<file path="src/rtl/jpeg_pkg.sv">
`default_nettype none
// ----------------------------------------------------------------------------
// Module  : jpeg_pkg
// Brief   : Shared types and sizes for the JPEG transpose stage.
// Revision: 1.0  initial release
// ----------------------------------------------------------------------------
package jpeg_pkg;

  // Transpose controller phase: filling rows or draining columns.
  typedef enum logic {S_FILL, S_DRAIN} tp_state_t;

  localparam int TP_ROWS   = 8;
  localparam int TP_COLS   = 8;
  localparam int TP_ELEM_W = 12;

endpackage : jpeg_pkg
`default_nettype wire

</file>
<file path="src/rtl/tp_mod_cnt.sv">
`default_nettype none
// ----------------------------------------------------------------------------
// Module  : tp_mod_cnt
// Brief   : Modulo-N up counter with clear, increment and last-value flag.
// Revision: 1.0  initial release
// ----------------------------------------------------------------------------
module tp_mod_cnt #(
  parameter int N = 8,
  parameter int W = 3
) (
  input  logic         clk,
  input  logic         rst,
  input  logic         clr,
  input  logic         inc,
  output logic [W-1:0] cnt,
  output logic         wrap
);

  // Terminal value compared explicitly so N need not be a power of two.
  localparam logic [W-1:0] c_last = W'(N - 1);

  logic [W-1:0] r_cnt;

  // Count register: clear wins over increment, increment wraps at N-1.
  always_ff @(posedge clk) begin
    if (rst || clr) begin
      r_cnt <= '0;
    end else if (inc) begin
      r_cnt <= (r_cnt == c_last) ? '0 : r_cnt + W'(1);
    end
  end

  assign cnt  = r_cnt;
  assign wrap = (r_cnt == c_last);

endmodule : tp_mod_cnt
`default_nettype wire

</file>
<file path="src/rtl/transpose_ctrl.sv">
`default_nettype none
// ----------------------------------------------------------------------------
// Module  : transpose_ctrl
// Brief   : Single-buffered fill/drain sequencer for the 8x8 transpose memory.
// Revision: 1.0  initial release
// ----------------------------------------------------------------------------
module transpose_ctrl
  import jpeg_pkg::*;
#(
  parameter int ROWS  = TP_ROWS,
  parameter int COLS  = TP_COLS,
  parameter int IDX_W = 3
) (
  input  logic             clk,
  input  logic             rst,
  input  logic             flush,
  input  logic             in_valid,
  output logic             in_ready,
  output logic             out_valid,
  input  logic             out_ready,
  output logic             wr,
  output logic             rd,
  output logic [IDX_W-1:0] row_idx,
  output logic [IDX_W-1:0] col_idx,
  output logic             block_done
);

  tp_state_t r_state;
  tp_state_t w_state_nxt;
  logic      w_row_wrap;
  logic      w_col_wrap;

  // Row counter: advances on every accepted row write.
  tp_mod_cnt #(.N(ROWS), .W(IDX_W)) u_row_cnt (
    .clk  (clk),
    .rst  (rst),
    .clr  (flush),
    .inc  (wr),
    .cnt  (row_idx),
    .wrap (w_row_wrap)
  );

  // Column counter: advances on every consumed column.
  tp_mod_cnt #(.N(COLS), .W(IDX_W)) u_col_cnt (
    .clk  (clk),
    .rst  (rst),
    .clr  (flush),
    .inc  (rd),
    .cnt  (col_idx),
    .wrap (w_col_wrap)
  );

  // Phase register.
  always_ff @(posedge clk) begin
    if (rst) begin
      r_state <= S_FILL;
    end else begin
      r_state <= w_state_nxt;
    end
  end

  // Strobe decode and next phase; flush suppresses every handshake so a
  // partially written or partially read block is never exposed.
  always_comb begin
    w_state_nxt = r_state;
    in_ready    = 1'b0;
    out_valid   = 1'b0;
    wr          = 1'b0;
    rd          = 1'b0;
    block_done  = 1'b0;
    unique case (r_state)
      S_FILL: begin
        in_ready = !flush;
        wr       = in_valid && !flush;
        if (wr && w_row_wrap) begin
          w_state_nxt = S_DRAIN;
        end
      end
      S_DRAIN: begin
        out_valid  = !flush;
        rd         = out_ready && !flush;
        block_done = rd && w_col_wrap;
        if (block_done) begin
          w_state_nxt = S_FILL;
        end
      end
      default: w_state_nxt = S_FILL;
    endcase
    if (flush) begin
      w_state_nxt = S_FILL;
    end
  end

endmodule : transpose_ctrl
`default_nettype wire

</file>
<file path="config.mk">
export PLATFORM = sky130hd
export DESIGN_NAME = transpose_ctrl
export DESIGN_NICKNAME = d
export VERILOG_FILES = /design/src/rtl/jpeg_pkg.sv /design/src/rtl/tp_mod_cnt.sv /design/src/rtl/transpose_ctrl.sv
export SDC_FILE = /design/constraint.sdc
export NUM_CORES = 1
export LEC_CHECK = 0
export ABC_AREA = 1
export BUFFER_PORTS_ARGS = -buffer_cell sky130_fd_sc_hd__buf_2
export CAP_MARGIN = 20
export CORE_AREA = 2 2 39 41
export DETAILED_ROUTE_END_ITERATION = 6
export DIE_AREA = 0 0 41 43
export PLACE_DENSITY = 0.55
export RECOVER_POWER = 50
export SLEW_MARGIN = 20
export SYNTH_ARGS = -nofsm -noshare
export SYNTH_HDL_FRONTEND = slang
export SYNTH_HIERARCHICAL = 1
export SYNTH_SLANG_ARGS = --single-unit
export TNS_END_PERCENT = 30
</file>
<file path="constraint.sdc">
create_clock -name clk -period 2.39 [get_ports clk]
set_input_delay 0.1195 -clock clk [delete_from_list [all_inputs] [get_ports clk]]
set_output_delay 0.1195 -clock clk [all_outputs]
set_load 0.05 [all_outputs]
</file>
==> summary.md, run 1 <==
| Metric | Value |
|---|---|
| Status | `finished clean` |
| Area post-placement | `470.5 um2` |
| Switch share | `0.2437` |
| Pre-CTS setup slack | `1.140 ns` |
| Initial Util | `0.2712` |
| Total power | `249.1 uW` |
| Top routing layer used | `met4` |
| Slew @ Worst Pin | `0.5949 ns` |
| Final WS setup | `0.8776 ns` |
| Metal3 WL | `46 um` |
| Max VDD drop | `0.1646 mV` |
| CTS H-tree depth | `1` |
| Row cnt | `14` |
| DRT met1 WL | `323 um` |
| Placer Congestion | `0.6905` |
| Vias | `378` |
| Synth Net Count | `62` |
| Area Growth Syn to Fin | `29.33%` |
| Final nets | `82` |
| Initial antenna violation count | `0` |
| Leak | `0.2140 nW` |
| Setup repair bufs after CTS | `0` |
| Post-DR vias/cell | `4.295` |
| Grt ovf | `0` |
| Dpl hpwl | `608.1 um` |
| Seq/Total Area, Yosys | `0.3733` |
| Worst min path class | `in -> reg` |
| Startpoint types | `flip-flop` |
| Largest net degree at the start of global routing | `8` |
| Crit-path slowest cell | `dfxtp_1` |
| Largest stage delay, worst path | `0.36 ns` |
| Post-synth cell types | `12` |
| Vias in the first global route | `344` |
| Clock Tree Buf Depth | `2` |
| Yosys top cell by area | `dfxtp_1` |
| Number of input and output port buffers inserted | `15` |
| Routed Antenna Nets | `0` |
| Number of clock sinks | `7` |
| Net switching power | `60.70 uW` |
| Slew headroom | `0.6051` |
| Clk slew on worst S/H paths | `0.05 ns` |
| DRT Pass-1 Iters | `2` |
| Initial DRC count | `4` |
| Mapped Area | `375.4 um2` |
| Global-route wire length before repair | `1.173 mm` |
| RSZ-0062 raised after global routing | `false` |
| Flop pwr share | `0.475` |
| Layout cells sized above 1 | `0.1944` |
| Max-Cap Viols | `0` |
| Synthesis Warnings | `6` |
| Post-Syn Instances | `53` |
| Final instance area | `485.5 um2` |
| Share of power burned in the clock network | `0.420` |
| FMAX | `0.6612 GHz` |
| Final hold vios | `0` |
| Power Density | `513.1 nW/um2` |
| # diodes | `0` |
| Core area | `1384 um2` |
| CTS buffer count | `3` |
| CTS tree | `built` |
| Slew Limit Fails | `0` |
| WS Path Type | `reg -> out` |
| Synth top area cells | `dfxtp_1 (37%), nand2_1 (14%), ha_1 (13%)` |
| Die X | `41 um` |
| GRT Util Overall | `0.1046` |
| Final WL | `723 um` |
| Post-detailed-route wirelength per cell | `8.216 um` |
| Crit-path most repeated cell | `ha_1` |
| Crit path time final | `1.512 ns` |
| Crit end category | `output port` |
| # DRC | `0` |
| Tcrit/Tclk final | `0.6328` |
| Count of final setup violators | `0` |
| TNS Setup | `0 ns` |
| Post-CTS Hold Fix Bufs | `0` |
| Critical path fanouts, max | `4` |
| Die extent in y | `43 um` |
| Routed wl met2 | `346 um` |
| Synth top area share | `0.3733` |
| Worst skew pair latency | `0.25 ns` |
| Sequence of cells on the critical path | `ha_1, ha_1, nand2_1, nor3_1, buf_2` |
| Post-CTS Resized | `0` |
| Die area | `1763 um2` |
| Ports | `16` |
| Logic pwr share | `0.105` |
| Worst path required time | `2.27 ns` |
| Synth Register Bits | `7` |
| CTS root buf | `clkbuf_4` |
| Internal power | `188.4 uW` |
| Critical path arrival | `1.39 ns` |
| Post-Syn Area per Cell | `7.082 um2` |
| Clk_skew | `0.002865 ns` |
-- critical path, delay by kind of cell, from the launching register on --
kind          cells  cell delay (ns)
flops             1             0.36
fa+ha+maj         2             0.32
buf+inv           1             0.28
simple gates      2             0.19
-- sequential cells by signal (all words and copies together), names as in the netlist --
register,count
r_state,1
u_col_cnt/cnt,3
u_row_cnt/cnt,3
-- power by group through the flow --
stage          Clock, mW  Combinational [mW]  Sequential [mW]
4_1_cts            0.111              0.0267            0.118
2_1_floorplan          0              0.0151            0.123
3_3_place_gp           0              0.0265            0.121
3_5_place_dp           0              0.0266            0.121
6_report           0.105              0.0261            0.118
5_1_grt            0.117              0.0290            0.118
-- routing by layer --
| metal | GRT usage | up-vias |
|---|---|---|
| met3 | 0.03141 | 2 |
| met1 | 0.1003 | 161 |
| li1 | - | 206 |
| met2 | 0.1531 | 9 |
| met5 | 0 | - |
| met4 | 0.1200 | 0 |
-- area by class of cell --
cell class,instances,area (um2)
Timing Repair Buffer,15,67.56
Fill cell,164,898.4
Sequential cell,7,140.1
Multi-Input combinational cell,38,201.4
Tap cell,16,20.02
Inverter,8,30.03
Clock buffer,4,26.28
-- synth_stat cells --
library cell	count
a21oi_1	6
nand3_2	1
inv_1	8
nand2_1	14
or2_1	1
nand3_1	2
nor2_2	1
dfxtp_1	7
a21oi_2	1
nor3_1	1
ha_1	4
nor2_1	7
-- cells by family (layout without fill, tap and decap cells) --
group | Yosys count | count (layout) | synth area share
DFF | 7 | 7 | 0.3733
adders and majority gates | 4 | 4 | 0.1333
and+or+nand+nor | 27 | 27 | 0.3100
buffers and inverters | 8 | 27 | 0.08000
AOI/OAI and AO/OA | 7 | 7 | 0.1033
-- path summary, 6_finish.rpt --
check	from	to	slack [ns]	cells after the start
max	u_col_cnt/cnt[0]	block_done	0.88	5
min	in_valid	r_state	0.14	3
max reg2reg	r_state	u_col_cnt/cnt[1]	1.30	5
min reg2reg	u_row_cnt/cnt[2]	u_row_cnt/cnt[2]	0.48	2
-- cell usage in the layout, fill, tap and decap left out --
cell type and n:
a21oi_1 7, buf_2 9, clkbuf_1 7, clkbuf_4 3
dfxtp_1 7, ha_1 4, inv_1 8, nand2_1 14
nand3_1 2, nand3_2 1, nor2_1 7, nor2_2 1
nor3_1 1, or2_1 1
-- metrics by stage --
| step | utilization | std cells | hold WS, ns |
|---|---|---|---|
| floorplan | - | 53 | 0.2639 |
| global placement | 0.3400 | 84 | 0.3925 |
| detailed placement | 0.3400 | 84 | 0.4006 |
| CTS | 0.3590 | 88 | 0.1328 |
| global route | 0.3508 | 88 | 0.1525 |
| finish | 0.3508 | 88 | 0.1385 |
(Power assumes the default switching activity.)
==> run 2, diff against run 1 <==
PLACE_DENSITY = 0.57   (was 0.55)
clock period = 1.25 ns   (was 2.39 ns; I/O delays follow)
==> run 2 against run 1 <==
  * Largest power group unchanged
  * Final area increased by 20%
  * Setup slack got worse by 0.90 ns
  * Critical path depth unchanged
  * Sequential share of layout area decreased by 3.1 points
  * Sequential cell count unchanged
  * Register-to-register slack got worse by 1.2 ns
  * The run now ends with setup timing left
  * Final cell count increased by 1.1%
  * Clock skew about the same
==> summary.md, run 2 (synthesis results as in run 1) <==
| Metric | Value |
|---|---|
| Die extent in y | `43 um (unchanged)` |
| Hold depth | `3 (unchanged)` |
| Worst skew pair latency | `0.25 ns (about the same)` |
| Post-detailed-route wirelength per cell | `9.494 um (+16%)` |
| Initial antenna violation count | `0 (unchanged)` |
| # diodes | `0 (unchanged)` |
| Worst-case hold path end point | `r_state` |
| Multi-input gate area | `259.0 um2 (+29%)` |
| Area Growth Syn to Fin | `55.33%` |
| Commonest non-fill, non-tap cell in the layout | `nand2_1` |
| Crit-path most repeated cell | `ha_4` |
| Die X | `41 um (unchanged)` |
| Crit end category | `output port` |
| Hold Path Origin | `in_valid` |
| Worst min path class | `in -> reg` |
| Slew headroom | `0.8175 (+0.2124)` |
| Crit path depth | `5 (unchanged)` |
| CTS root buf | `clkbuf_4` |
| Final WL | `845 um (+17%)` |
| Pre-CTS setup slack | `0.03524 ns (-1.105 ns)` |
| Clk_skew | `0.003260 ns (+0.0003954 ns)` |
| Routed Antenna Nets | `0 (unchanged)` |
| Leak | `0.2580 nW (+21%)` |
| Power Density | `829.4 nW/um2 (+62%)` |
| GRT Util Overall | `0.1087 (+0.004024)` |
| FF/Latch Area | `150.1 um2 (+7.1%)` |
| Worst path required time | `1.19 ns (-1.08 ns)` |
| Slew @ Worst Pin | `0.2749 ns (-0.3199 ns)` |
| Post-DR vias/cell | `4.573 (+6.5%)` |
| Crit-path slowest cell | `dfxtp_4` |
| Critical path fanouts, max | `2 (-2)` |
| Count of final setup violators | `1 (+1)` |
| Largest stage delay, worst path | `0.36 ns (about the same)` |
| Number of input and output port buffers inserted | `15 (unchanged)` |
| Core area | `1384 um2 (unchanged)` |
| DRT Pass-1 Iters | `4 (+2)` |
| Slew Limit Fails | `0 (unchanged)` |
| Initial Util | `0.2712 (unchanged)` |
| FF-to-FF path depth | `5 (unchanged)` |
| WS Path Type | `reg -> out` |
| # DRC | `0 (unchanged)` |
| Grt ovf | `0 (unchanged)` |
| Die area | `1763 um2 (unchanged)` |
| Post-CTS Hold Fix Bufs | `0 (unchanged)` |
| Number of clock sinks | `7 (unchanged)` |
| Tcrit/Tclk final | `1.020` |
| Violated checks | `setup timing` |
| Placer Congestion | `0.7262 (+5.2%)` |
| CTS tree | `built` |
| Largest net degree at the start of global routing | `8 (unchanged)` |
| Critical path arrival | `1.21 ns (-0.18 ns)` |
| Dpl hpwl | `665.6 um (+9.5%)` |
| Sequence of cells on the critical path | `ha_4, ha_4, nand2_4, nor3_4, buf_6` |
| CTS H-tree depth | `1 (unchanged)` |
| FF-to-FF End | `u_row_cnt/cnt[1]` |
| Worst R2R Start | `u_row_cnt/cnt[0]` |
| Clk slew on worst S/H paths | `0.05 ns (about the same)` |
| Ports | `16 (unchanged)` |
| Vias | `407 (+7.7%)` |
| Max-Cap Viols | `0 (unchanged)` |
| Buf/Inv on CP | `1 (unchanged)` |
| Vias in the first global route | `354 (+2.9%)` |
| Final hold vios | `0 (unchanged)` |
| CTS buffer count | `3 (unchanged)` |
| FMAX | `0.7845 GHz` |
| Most frequent cells in the layout | `nand2_1 (13), buf_2 (9), inv_1 (8)` |
| Hold_ws | `0.06952 ns (-0.06894 ns)` |
| Critical path's top delay family | `flip-flops` |
| R2r setup slk | `0.15 ns (-1.15 ns)` |
| Startpoint types | `flip-flop` |
| Max VDD drop | `0.4042 mV (+150%)` |
| Status | `finished, violations left` |
| Initial DRC count | `7 (+3)` |
| Final nets | `83 (+1.2%)` |
| Fillers | `134 (-18%)` |
| Clock Tree Buf Depth | `2 (unchanged)` |
| Layout cells sized above 1 | `0.4384 (+0.2439)` |
| Row cnt | `14 (unchanged)` |
| Final WS setup | `-0.02474 ns (-0.9023 ns)` |
| Crit path time final | `1.275 ns` |
| Global-route wire length before repair | `1.311 mm (+12%)` |
| RSZ-0062 raised after global routing | `true` |
run 2: area by class of cell:
cell class | count | area share
inverter | 8 | 0.05150
clock buffer | 4 | 0.04506
tap | 16 | 0.03433
timing repair buffer | 16 | 0.1674
sequential | 7 | 0.2575
multi-input combinational | 38 | 0.4442
run 2: worst max path at each step:
stage | from | endpoint
2_1_floorplan | u_col_cnt/cnt[0] | block_done
6_report | u_col_cnt/cnt[0] | block_done
4_1_cts | u_col_cnt/cnt[0] | block_done
5_1_grt | u_col_cnt/cnt[0] | block_done
3_5_place_dp | u_col_cnt/cnt[0] | block_done
3_3_place_gp | u_col_cnt/cnt[0] | block_done
run 2: metrics by stage:
stage          instance area (um2)   TNS, ns  total power, mW  std cells  utilization
2_1_floorplan                422.9   -0.4298           0.2611         53            -
3_3_place_gp                 518.0         0           0.2797         84       0.3743
3_5_place_dp                 518.0         0           0.2806         84       0.3743
4_1_cts                      579.3  -0.03372           0.4901         89       0.4186
5_1_grt                      583.1  -0.08586           0.5108         89       0.4213
6_report                     583.1  -0.02474           0.4836         89       0.4213
run 2: where the power goes:
part           internal [mW]  switching [mW]  total (mW)
clock network          0.122          0.0850       0.207
logic                 0.0147          0.0405      0.0552
registers              0.220         0.00126       0.221
total                  0.357           0.127       0.484
run 2: tightest hold or removal path, cell delays in order:
cell and delay (ns):
buf_2 0.11, nand3_2 0.07, a21oi_2 0.04
run 2: metal layers:
metal,track usage,share of wire,up-vias
met5,0,0,-
met4,0.08000,0.019,0
met3,0.01571,0.039,2
met2,0.1688,0.49,9
met1,0.1262,0.44,188
li1,-,-,208
run 2: what timing repair did:
item | in CTS | in global routing
buffers inserted | 1 | 0
pin swaps | 1 | 1
setup endpoints to repair | 2 | 4
gates resized for setup | 6 | 3
==> run 3, diff against run 2 <==
PLACE_DENSITY = 0.59   (was 0.57)
SYNTH_HIERARCHICAL = not set   (was 1)
==> run 3 against run 2 <==
  * The run now ends clean
  * Global-route usage increased by 1.1 points
  * Clock power about the same
  * Synthesized area increased by 7.7%
  * Final area increased by 4.9%
  * Highest routed layer is now met3
  * Final cell count up 6.7%
  * Core utilization grew 2.1 points
  * Sequential power up 2%
  * Via count shrank 1.2%
  * Register-to-register slack got worse by 0.05 ns
  * Combinational power rose by 38%
  * Total power is 4.8% higher
  * Critical endpoint unchanged
  * Setup slack gained 0.055 ns
==> summary.md, run 3 <==
| Metric | Value |
|---|---|
| Status | `finished clean` |
| CTS buffer count | `3 (unchanged)` |
| Slew headroom | `0.6098 (-0.2077)` |
| Seq/Total Area, Yosys | `0.3467 (-0.02658)` |
| Async S/R FF share, synth | `0 (unchanged)` |
| Synth Net Count | `65 (+4.8%)` |
| Clk slew on worst S/H paths | `0.05 ns (about the same)` |
| TNS Setup | `0 ns (+0.02474 ns)` |
| Post-DR vias/cell | `4.232 (-7.5%)` |
| Startpoint types | `flip-flop` |
| Crit end category | `output port` |
| Critical path fanouts, max | `3 (+1)` |
| Die area | `1763 um2 (unchanged)` |
| Synthesis Warnings | `0 (-6)` |
| FMAX | `0.8197 GHz (+4.5%)` |
| Synth top area cells | `dfxtp_1 (35%), ha_1 (12%), nand2_1 (10%)` |
| Clk_skew | `0.001510 ns (-0.001751 ns)` |
| Fillers | `143 (+6.7%)` |
| Critical path arrival | `1.16 ns (-0.05 ns)` |
| Slew @ Worst Pin | `0.5878 ns (+0.3129 ns)` |
| DRT Pass-1 Iters | `4 (unchanged)` |
| Routed Antenna Nets | `0 (unchanged)` |
| Initial Util | `0.2920 (+0.02080)` |
| Core area | `1384 um2 (unchanged)` |
| Row cnt | `14 (unchanged)` |
| Initial antenna violation count | `0 (unchanged)` |
| Number of clock sinks | `7 (unchanged)` |
| Post-Syn Area per Cell | `7.217 um2 (+1.9%)` |
| Final Util | `0.4421 (+0.02080)` |
| GRT Util Overall | `0.1197 (+0.01107)` |
| Power Density | `828.4 nW/um2 (-0.13%)` |
| Post-synth EDFFs | `0 (unchanged)` |
| Most frequent cells in the layout | `nand2_1 (11), buf_2 (10), nor2_1 (9)` |
| Hold_ws | `0.09769 ns (+0.02816 ns)` |
| Final WL | `909 um (+7.6%)` |
| Post-Syn Instances | `56 (+5.7%)` |
| Global-route wire length before repair | `1.366 mm (+4.2%)` |
| Count of final setup violators | `0 (-1)` |
| WS Path Type | `reg -> out` |
| Die X | `41 um (unchanged)` |
| Area Growth Syn to Fin | `51.39%` |
| Max VDD drop | `0.4128 mV (+2.1%)` |
| Tcrit/Tclk final | `0.9760 (-0.04383)` |
| Synth Register Bits | `7 (unchanged)` |
| Grt ovf | `0 (unchanged)` |
| Dpl hpwl | `637 um (-4.3%)` |
| Vias in the first global route | `352 (-0.56%)` |
| Mapped Area | `404.1 um2 (+7.7%)` |
| Placer Congestion | `0.7580 (+4.4%)` |
| Largest net degree at the start of global routing | `9 (+1)` |
| Vias | `402 (-1.2%)` |
| Worst path required time | `1.19 ns (about the same)` |
| Post-synth cell types | `13 (+1)` |
| Initial DRC count | `3 (-4)` |
| Commonest cells in the netlist | `nand2_1 (11), nor2_1 (10), inv_1 (9)` |
| Clock Tree Buf Depth | `2 (unchanged)` |
| Synth top area share | `0.3467 (-0.02658)` |
| CTS H-tree depth | `1 (unchanged)` |
| Max-Cap Viols | `0 (unchanged)` |
| # diodes | `0 (unchanged)` |
| CTS root buf | `clkbuf_4` |
| Multi-input gate area | `259.0 um2 (unchanged)` |
| CTS tree | `built` |
| Worst min path class | `in -> reg` |
| Synth Flop Type | `dfxtp_1` |
| Die extent in y | `43 um (unchanged)` |
| Final nets | `89 (+7.2%)` |
| Number of input and output port buffers inserted | `15 (unchanged)` |
| Post-detailed-route wirelength per cell | `9.568 um (+0.78%)` |
| Yosys top cell by area | `dfxtp_1` |
| Ports | `16 (unchanged)` |
| Commonest non-fill, non-tap cell in the layout | `nand2_1` |
| Post-CTS Hold Fix Bufs | `0 (unchanged)` |
| Final hold vios | `0 (unchanged)` |
| Layout cells sized above 1 | `0.4810 (+0.04266)` |
| Leak | `0.3104 nW (+20%)` |
| Slew Limit Fails | `0 (unchanged)` |
| Worst skew pair latency | `0.25 ns (about the same)` |
| FF/Latch Area | `153.9 um2 (+2.5%)` |
| # DRC | `0 (unchanged)` |
| Count leader, synth | `nand2_1` |
| RSZ-0062 raised after global routing | `true` |
| Crit path time final | `1.220 ns (-0.05478 ns)` |
run 3: cell types whose count changed after synthesis, sizes merged:
cell and change:
or2 -1, inv +2, nor2 +5, nor3 -1
nand3b +2, nand2 -2, a21oi -2
run 3: final timing paths:
path	from	end	slack, ns	depth (start not counted)
worst max-delay path	u_col_cnt.cnt[0]	block_done	0.03	5
worst min-delay path	rst	r_state	0.1	4
worst min register to register	u_row_cnt.cnt[2]	u_row_cnt.cnt[2]	0.50	2
worst max register to register	u_row_cnt.cnt[0]	u_row_cnt.cnt[2]	0.10	5
run 3: cell families (layout without fill, tap and decap cells):
kind of cell    count (synthesis)  after routing  synth area share
compound gates                  5              5           0.06191
simple gates                   30             30            0.3746
buf+inv                        10             33           0.09286
fa+ha+maj                       4              4            0.1238
flops                           7              7            0.3467
run 3: repair_timing:
action	CTS	global route
buffers inserted	1	3
endpoints found under the setup margin	3	2
pin swaps	0	1
gates resized for setup	7	4
run 3: area by class of cell:
class / instances / share of cell area
Inverter: 10 / 0.06544
Timing Repair Buffer: 19 / 0.1840
Multi-Input combinational cell: 39 / 0.4233
Clock buffer: 4 / 0.04294
Tap cell: 16 / 0.03272
Sequential cell: 7 / 0.2515
run 3: power breakdown:
group	internal, mW	switching, mW
clock	0.122	0.0826
combinational	0.0252	0.0511
sequential	0.223	0.00277
total	0.370	0.136
run 3: layer usage:
layer | up-vias | GRT usage | routed length (um)
met3 | 0 | 0.06283 | 37
met4 | 0 | 0.08000 | 0
li1 | 219 | - | -
met5 | - | 0 | 0
met1 | 174 | 0.1327 | 383
met2 | 9 | 0.1688 | 488
run 3: stage by stage:
stage	setup WS, ns	cell area (um2)	instances	power (mW)
2_1_floorplan	0.004337	421.7	56	0.2793
3_3_place_gp	0.1181	516.7	87	0.3017
3_5_place_dp	0.09665	516.7	87	0.3018
4_1_cts	0.0007384	573.1	92	0.5116
6_report	0.03004	611.8	95	0.5068
5_1_grt	-0.02550	611.8	95	0.5472
run 3: worst max-delay path: stages (launching register included):
cell and delay [ns]:
dfxtp_4 0.35, ha_4 0.16, ha_4 0.16, inv_4 0.06, nor2_4 0.03, buf_6 0.14
